===== src/rtl/control_seq_if.sv =====
// Signal bundle between the control sequencer and the ROM/PC/datapath it drives.
// The master side is the sequencer; the slave side is the ROM, PC and datapath.
interface control_seq_if #(
    parameter int SEL_W = 3
);
    localparam int NSEL = 2**SEL_W;
    localparam int IR_W = 2*SEL_W + 2;

    logic [IR_W-1:0] irIn;
    logic            romReady;
    logic            aIsZero;
    logic            aluCarry;
    logic            aluShift;
    logic            resume;

    logic [NSEL-1:0] load;
    logic [NSEL-1:0] assertBar;
    logic            irLoad;
    logic            pcInc;
    logic            pcLoad;
    logic            doSubtract;
    logic            doShiftIn;
    logic            doCarryIn;
    logic            flagCarry;
    logic            flagShift;
    logic            halted;

    modport master (
        input  irIn, romReady, aIsZero, aluCarry, aluShift, resume,
        output load, assertBar, irLoad, pcInc, pcLoad,
               doSubtract, doShiftIn, doCarryIn, flagCarry, flagShift, halted
    );

    modport slave (
        output irIn, romReady, aIsZero, aluCarry, aluShift, resume,
        input  load, assertBar, irLoad, pcInc, pcLoad,
               doSubtract, doShiftIn, doCarryIn, flagCarry, flagShift, halted
    );
endinterface


===== src/rtl/control_seq.sv =====
// FETCH/EXEC/HALT control sequencer: latches an opcode from ROM, then drives
// one-hot load strobes and active-low bus enables for one execute cycle.
module control_seq #(
    parameter int SEL_W   = 3,
    parameter int SRC_ROM = 1,
    parameter int SRC_ALU = 6,
    parameter int SRC_SHF = (2**SEL_W) - 1,
    parameter int DST_PC  = (2**SEL_W) - 1
) (
    input  logic          clk,
    input  logic          resetBar,
    control_seq_if.master bus
);
    localparam int NSEL = 2**SEL_W;
    localparam int IR_W = 2*SEL_W + 2;

    localparam logic [SEL_W-1:0] SRC_ROM_S = SEL_W'(SRC_ROM);
    localparam logic [SEL_W-1:0] SRC_ALU_S = SEL_W'(SRC_ALU);
    localparam logic [SEL_W-1:0] SRC_SHF_S = SEL_W'(SRC_SHF);
    localparam logic [SEL_W-1:0] DST_PC_S  = SEL_W'(DST_PC);
    localparam logic [SEL_W-1:0] DST_SINKS = SEL_W'(2);

    typedef enum logic [1:0] {
        FETCH = 2'd0,
        EXEC  = 2'd1,
        HALT  = 2'd2
    } seqState_t;

    seqState_t       stateReg, stateNext;
    logic [IR_W-1:0] irReg, irNext;
    logic            flagCarryReg, flagCarryNext;
    logic            flagShiftReg, flagShiftNext;

    logic             bitHi, bitLo;
    logic [SEL_W-1:0] srcSel, dstSel;
    logic             isNop, srcIsRom, dstIsPc, stall, jumpTaken;

    logic loadEn, assertEn;
    logic irLoadC, pcIncC, pcLoadC, doLoC, doHiC, haltedC;

    // Opcode layout: {bitHi, dest, bitLo, source}
    assign bitHi  = irReg[IR_W-1];
    assign dstSel = irReg[IR_W-2 -: SEL_W];
    assign bitLo  = irReg[SEL_W];
    assign srcSel = irReg[SEL_W-1:0];

    assign isNop    = (irReg == '0);
    assign srcIsRom = (srcSel == SRC_ROM_S);
    assign dstIsPc  = (dstSel == DST_PC_S);
    assign stall    = (stateReg == EXEC) && srcIsRom && !bus.romReady;

    always_comb begin
        jumpTaken = 1'b1;
        unique case ({bitHi, bitLo})
            2'b00:   jumpTaken = 1'b1;
            2'b01:   jumpTaken = bus.aIsZero;
            2'b10:   jumpTaken = flagCarryReg;
            default: jumpTaken = flagShiftReg;
        endcase
    end

    always_ff @(posedge clk or negedge resetBar) begin
        if (!resetBar) begin
            stateReg     <= FETCH;
            irReg        <= '0;
            flagCarryReg <= 1'b0;
            flagShiftReg <= 1'b0;
        end else begin
            stateReg     <= stateNext;
            irReg        <= irNext;
            flagCarryReg <= flagCarryNext;
            flagShiftReg <= flagShiftNext;
        end
    end

    always_comb begin
        stateNext     = stateReg;
        irNext        = irReg;
        flagCarryNext = flagCarryReg;
        flagShiftNext = flagShiftReg;
        case (stateReg)
            FETCH: begin
                if (bus.romReady) begin
                    irNext    = bus.irIn;
                    stateNext = EXEC;
                end
            end
            EXEC: begin
                if (!stall) begin
                    stateNext = isNop ? HALT : FETCH;
                    if (!isNop) begin
                        if (srcSel == SRC_ALU_S) flagCarryNext = bus.aluCarry;
                        if (srcSel == SRC_SHF_S) flagShiftNext = bus.aluShift;
                    end
                end
            end
            HALT: begin
                if (bus.resume) stateNext = FETCH;
            end
            default: stateNext = FETCH;
        endcase
    end

    // Everything is gated by resetBar so an asserted reset silences the bus at once.
    always_comb begin
        loadEn   = 1'b0;
        assertEn = 1'b0;
        irLoadC  = 1'b0;
        pcIncC   = 1'b0;
        pcLoadC  = 1'b0;
        doLoC    = 1'b0;
        doHiC    = 1'b0;
        haltedC  = 1'b0;
        if (resetBar) begin
            case (stateReg)
                FETCH: begin
                    irLoadC = 1'b1;
                    pcIncC  = bus.romReady;
                end
                EXEC: begin
                    if (stall) begin
                        assertEn = 1'b1;
                    end else if (!isNop) begin
                        assertEn = 1'b1;
                        doLoC    = bitLo;
                        doHiC    = bitHi;
                        if (dstIsPc) begin
                            // Untaken jump with an immediate still steps past the operand.
                            pcLoadC = jumpTaken;
                            loadEn  = jumpTaken;
                            pcIncC  = !jumpTaken && srcIsRom;
                        end else begin
                            loadEn = (dstSel >= DST_SINKS);
                            pcIncC = srcIsRom;
                        end
                    end
                end
                HALT: begin
                    haltedC = 1'b1;
                end
                default: begin
                    haltedC = 1'b0;
                end
            endcase
        end
    end

    genvar gi;
    generate
        for (gi = 0; gi < NSEL; gi++) begin : gSlot
            assign bus.load[gi]      = loadEn && (dstSel == SEL_W'(gi));
            assign bus.assertBar[gi] = ~(assertEn && (srcSel == SEL_W'(gi)));
        end
    endgenerate

    assign bus.irLoad     = irLoadC;
    assign bus.pcInc      = pcIncC;
    assign bus.pcLoad     = pcLoadC;
    assign bus.doSubtract = doLoC;
    assign bus.doShiftIn  = doLoC;
    assign bus.doCarryIn  = doHiC;
    assign bus.flagCarry  = flagCarryReg;
    assign bus.flagShift  = flagShiftReg;
    assign bus.halted     = haltedC;
endmodule


===== src/flat_wrapper.sv =====
// flat-port wrapper written by rule: the top's interface ports become plain ports
module control_seq_flat 
#(
    parameter int SEL_W   = 3,
    parameter int SRC_ROM = 1,
    parameter int SRC_ALU = 6,
    parameter int SRC_SHF = (2**SEL_W) - 1,
    parameter int DST_PC  = (2**SEL_W) - 1
)
  (clk, resetBar, bus_irIn, bus_romReady, bus_aIsZero, bus_aluCarry, bus_aluShift, bus_resume, bus_load, bus_assertBar, bus_irLoad, bus_pcInc, bus_pcLoad, bus_doSubtract, bus_doShiftIn, bus_doCarryIn, bus_flagCarry, bus_flagShift, bus_halted);
  control_seq_if #(.SEL_W(SEL_W)) bus_i ();
  input  logic clk;
  input  logic resetBar;
  input wire logic [$bits(bus_i.irIn)-1:0] bus_irIn;
  input wire logic [$bits(bus_i.romReady)-1:0] bus_romReady;
  input wire logic [$bits(bus_i.aIsZero)-1:0] bus_aIsZero;
  input wire logic [$bits(bus_i.aluCarry)-1:0] bus_aluCarry;
  input wire logic [$bits(bus_i.aluShift)-1:0] bus_aluShift;
  input wire logic [$bits(bus_i.resume)-1:0] bus_resume;
  output wire logic [$bits(bus_i.load)-1:0] bus_load;
  output wire logic [$bits(bus_i.assertBar)-1:0] bus_assertBar;
  output wire logic [$bits(bus_i.irLoad)-1:0] bus_irLoad;
  output wire logic [$bits(bus_i.pcInc)-1:0] bus_pcInc;
  output wire logic [$bits(bus_i.pcLoad)-1:0] bus_pcLoad;
  output wire logic [$bits(bus_i.doSubtract)-1:0] bus_doSubtract;
  output wire logic [$bits(bus_i.doShiftIn)-1:0] bus_doShiftIn;
  output wire logic [$bits(bus_i.doCarryIn)-1:0] bus_doCarryIn;
  output wire logic [$bits(bus_i.flagCarry)-1:0] bus_flagCarry;
  output wire logic [$bits(bus_i.flagShift)-1:0] bus_flagShift;
  output wire logic [$bits(bus_i.halted)-1:0] bus_halted;
  assign bus_i.irIn = bus_irIn;
  assign bus_i.romReady = bus_romReady;
  assign bus_i.aIsZero = bus_aIsZero;
  assign bus_i.aluCarry = bus_aluCarry;
  assign bus_i.aluShift = bus_aluShift;
  assign bus_i.resume = bus_resume;
  assign bus_load = bus_i.load;
  assign bus_assertBar = bus_i.assertBar;
  assign bus_irLoad = bus_i.irLoad;
  assign bus_pcInc = bus_i.pcInc;
  assign bus_pcLoad = bus_i.pcLoad;
  assign bus_doSubtract = bus_i.doSubtract;
  assign bus_doShiftIn = bus_i.doShiftIn;
  assign bus_doCarryIn = bus_i.doCarryIn;
  assign bus_flagCarry = bus_i.flagCarry;
  assign bus_flagShift = bus_i.flagShift;
  assign bus_halted = bus_i.halted;
  control_seq #(.SEL_W(SEL_W), .SRC_ROM(SRC_ROM), .SRC_ALU(SRC_ALU), .SRC_SHF(SRC_SHF), .DST_PC(DST_PC)) u_core (.clk(clk), .resetBar(resetBar), .bus(bus_i));
endmodule

===== config.mk =====
export PLATFORM = sky130hd
export DESIGN_NAME = control_seq_flat
export DESIGN_NICKNAME = d
export VERILOG_FILES = /design/src/rtl/control_seq_if.sv /design/src/rtl/control_seq.sv /design/src/flat_wrapper.sv
export SDC_FILE = /design/constraint.sdc
export NUM_CORES = 1
export LEC_CHECK = 0
export CELL_PAD_IN_SITES_DETAIL_PLACEMENT = 1
export CELL_PAD_IN_SITES_GLOBAL_PLACEMENT = 1
export CORE_MARGIN = 2
export CORE_UTILIZATION = 28
export CTS_BUF_LIST = sky130_fd_sc_hd__clkbuf_4 sky130_fd_sc_hd__clkbuf_8 sky130_fd_sc_hd__clkbuf_16
export DETAILED_ROUTE_END_ITERATION = 8
export PLACE_DENSITY_LB_ADDON = 0.1
export SLEW_MARGIN = 20
export SYNTH_ARGS = -nofsm -noshare
export SYNTH_HDL_FRONTEND = slang
export SYNTH_SLANG_ARGS = --single-unit

===== constraint.sdc =====
create_clock -name clk -period 1.9 [get_ports clk]
set_input_delay 0.57 -clock clk [delete_from_list [all_inputs] [get_ports clk]]
set_output_delay 0.57 -clock clk [all_outputs]
set_load 0.02 [all_outputs]

==> results.toml <==
[placed_design]
post-dp-hpwl_um = 1830
portBuffers = 37
gp_congestion = 0.768
place_ws_ps = -1010
dp.cells = 161

[critical_path]
critPathKind = "flop to output port"
crit_path_end_kind = "output port"
cp.arrival_ps = 1530
critPathLaunchType = "flop"
worstReg2RegEnd = "u_core.bus.flagCarry$_DFFE_PN0P_"
ff2ff_path_depth = 5
cp_slowest_stage_delay_ps = 390
crit_path_cell_trace = "nand2b_4 -> o311a_4 -> and4bb_2 -> buf_6"
r2r_slack_ps = 420
required_ps = 1330
slowest_stage = "dfrtp_1"
r2r-start = "u_core.irReg[0]$_DFFE_PN0P_"
worstPathMaxFanout = 5

[clocking]
clockBufferDepth = 2
cts_tree = "done"
cts_buffers = 3
cts.sink_count = 12
clkTransAtPathRegs_ps = 80
clock_latency_ps = 270
htree_levels = 1
root_buffer = "clkbuf_4"

[finish]
seq_area_sq_um = 302
final_layout_size_suffix_gt1_share_pct = 68.3
num-fill-cells = 300
num_antenna_cells = 0
nets = 158
multi_input_comb_area_sq_um = 564
fin_cells = 173
area_delta_synth_final_pct = 104

[power]
peakVddDrop_mv = 0.525
p_leak_nw = 0.709
power.density_mw_per_mm2 = 730

[synthesis]
synth-seq-cells = 12
netlist_instances = 73
synthSimpleGateAreaFrac_pct = 36.3
synth_compound_area_share_pct = 4.38
yosysWarnings = 0
synthAdderAreaFrac_pct = 0
seq_area_frac_synth_pct = 38.9
synthMuxAreaShare_pct = 15.9
synth_top_family_by_area = "simple AND/OR/NAND/NOR gates"
syn_area_sq_um = 772
synth_xor_area_share_pct = 0
syn-mean-instance-area_sq_um = 10.6
synth_cell_types = 32

[sta]
setup_viol = 19
finalHoldViolCount = 0
fin_crit_sh_pct = 111
setup_ws_ps = -204
rsz0062_at_grt = "true"
hold_slack_ps = 276
maxSlewViolCount = 0
finClkSkew_ps = 0.785
fmax_mhz = 475
period_minus_slack_ps = 2100

[drt]
drcViolationCount = 0
viasPerCell = 4.84
vias = 837
drt_iter0_drc = 8
drt-pass1-iter-count = 4
routed_wl_um = 2750
routedWlPerCell_um = 15.9
ant_nets = 0

[job]
drv_cap = 0

[floorplanning]
die_area_sq_mm = 0.00319
rows = 19
fp.dieW_um = 56.5
dieHeight_um = 56.5
boundaryPins = 40
start_util_pct = 28.7
core_sq_mm = 0.00269

[status]
run_status = "finished with violations"
violations = "setup timing"

[global_route]
grt_pass1_vias = 896
antenna_found_initial = 0
grt_max_degree = 11
overflow = 0
track_usage_pct = 18.6
grt_pass1_wl_um = 4490

[min_path]
hold_class = "input port to async pin"
## logic make-up (layout without fill, tap and decap cells)
kind of cell           after synthesis  after routing
AOI/OAI and AO/OA                    4              5
buffers and inverters                5             72
DFF                                 12             12
muxes                               11             11
other                                1              2
and+or+nand+nor                     40             40
## stage by stage
stage          utilization (%)  cell area [sq um]  TNS [ps]  power [mW]
5_1_grt                   58.5               1570     -3930        1.22
3_3_place_gp              50.0               1340    -19950       0.852
6_report                  58.5               1570     -2720        1.15
3_5_place_dp              50.0               1340    -20480       0.860
2_1_floorplan                -                777         0       0.575
4_1_cts                   55.5               1490     -2580        1.12
## how the worst max path moves through the flow
stage	from	to	cells past startpoint
2_1_floorplan	bus_romReady	bus_doSubtract	3
3_3_place_gp	resetBar	bus_assertBar[0]	5
3_5_place_dp	resetBar	bus_pcInc	5
4_1_cts	u_core.irReg[2]$_DFFE_PN0P_	bus_load[4]	4
5_1_grt	u_core.irReg[2]$_DFFE_PN0P_	bus_pcInc	5
6_report	u_core.irReg[2]$_DFFE_PN0P_	bus_load[4]	4
## routing by layer
layer | routed length (um) | track usage [%]
met5 | 0 | 0
met4 | 10 | 2.04
met3 | 97 | 4.84
met2 | 1450 | 33.1
met1 | 1190 | 23.2
## registers in the layout, summed over array words and instances (netlist names)
register and cells:
u_core.irReg 8, u_core.stateReg 2, u_core.bus.flagCarry 1, u_core.bus.flagShift 1
## layout make-up
type | count | share of cell area (%)
flip-flops and latches | 12 | 19.2
well taps | 31 | 2.47
multi-input cells | 58 | 35.9
inverters | 1 | 0.239
repair buffers | 67 | 39.9
clock buffers | 4 | 2.31
## worst max-delay path: cells and delay by family, from the launching register on
family	cells	cell delay (ps)
AOI/OAI and AO/OA	1	340
DFF	1	390
and+or+nand+nor	2	410
buffers and inverters	1	130
## cells in the mapped netlist
master / n / area [sq um]
dfrtp_1: 12 / 300
mux2_2: 10 / 113
nand2_1: 7 / 26.3
nand3_1: 5 / 25.0
and2_2: 4 / 30.0
buf_4: 3 / 22.5
and2b_2: 2 / 17.5
and4b_1: 2 / 20.0
and4bb_2: 2 / 25.0
nor2_1: 2 / 7.51
nor2b_1: 2 / 12.5
nor3b_1: 2 / 15.0
a211oi_1: 1 / 7.51
and2b_1: 1 / 7.51
and3_1: 1 / 6.26
and3b_1: 1 / 8.76
and4b_2: 1 / 11.3
clkbuf_2: 1 / 5.00
conb_1: 1 / 3.75
inv_1: 1 / 3.75
mux2i_1: 1 / 10.0
nand2b_1: 1 / 6.26
nand3b_1: 1 / 7.51
nand4_1: 1 / 6.26
nand4b_1: 1 / 8.76
nor3_1: 1 / 5.00
nor3b_4: 1 / 18.8
nor4b_1: 1 / 8.76
o22ai_1: 1 / 6.26
o311a_2: 1 / 11.3
o32ai_1: 1 / 8.76
or2_2: 1 / 6.26
## cell usage in the layout (no fill, tap or decap), types with 2 or more instances in the layout
cell type / n
buf_4: 26
buf_6: 23
clkdlybuf4s50_1: 11
dfrtp_1: 11
mux2_2: 10
nand2_2: 5
nand3_1: 3
and2_4: 3
clkbuf_4: 3
buf_2: 3
nor2b_4: 2
and2b_2: 2
o311a_4: 2
nand2_1: 2
and4bb_2: 2
and4b_1: 2
conb_1: 2
dlygate4sd2_1: 2
## what timing repair did
action / CTS / global route
resized for setup: 150 / 16
buffers inserted: 3 / 4
pin swaps: 12 / 3
gates cloned: 1 / 0
setup endpoints to repair: 23 / 20
hold buffers: 0 / 0
## report_power, final
group          leakage [nW]  switching (mW)  internal [mW]
clock network        0.0210          0.0894          0.117
registers             0.142          0.0465          0.313
logic                 0.545           0.259          0.323
total                 0.709           0.395          0.752
No activity file was read; power rests on OpenSTA's default activity.
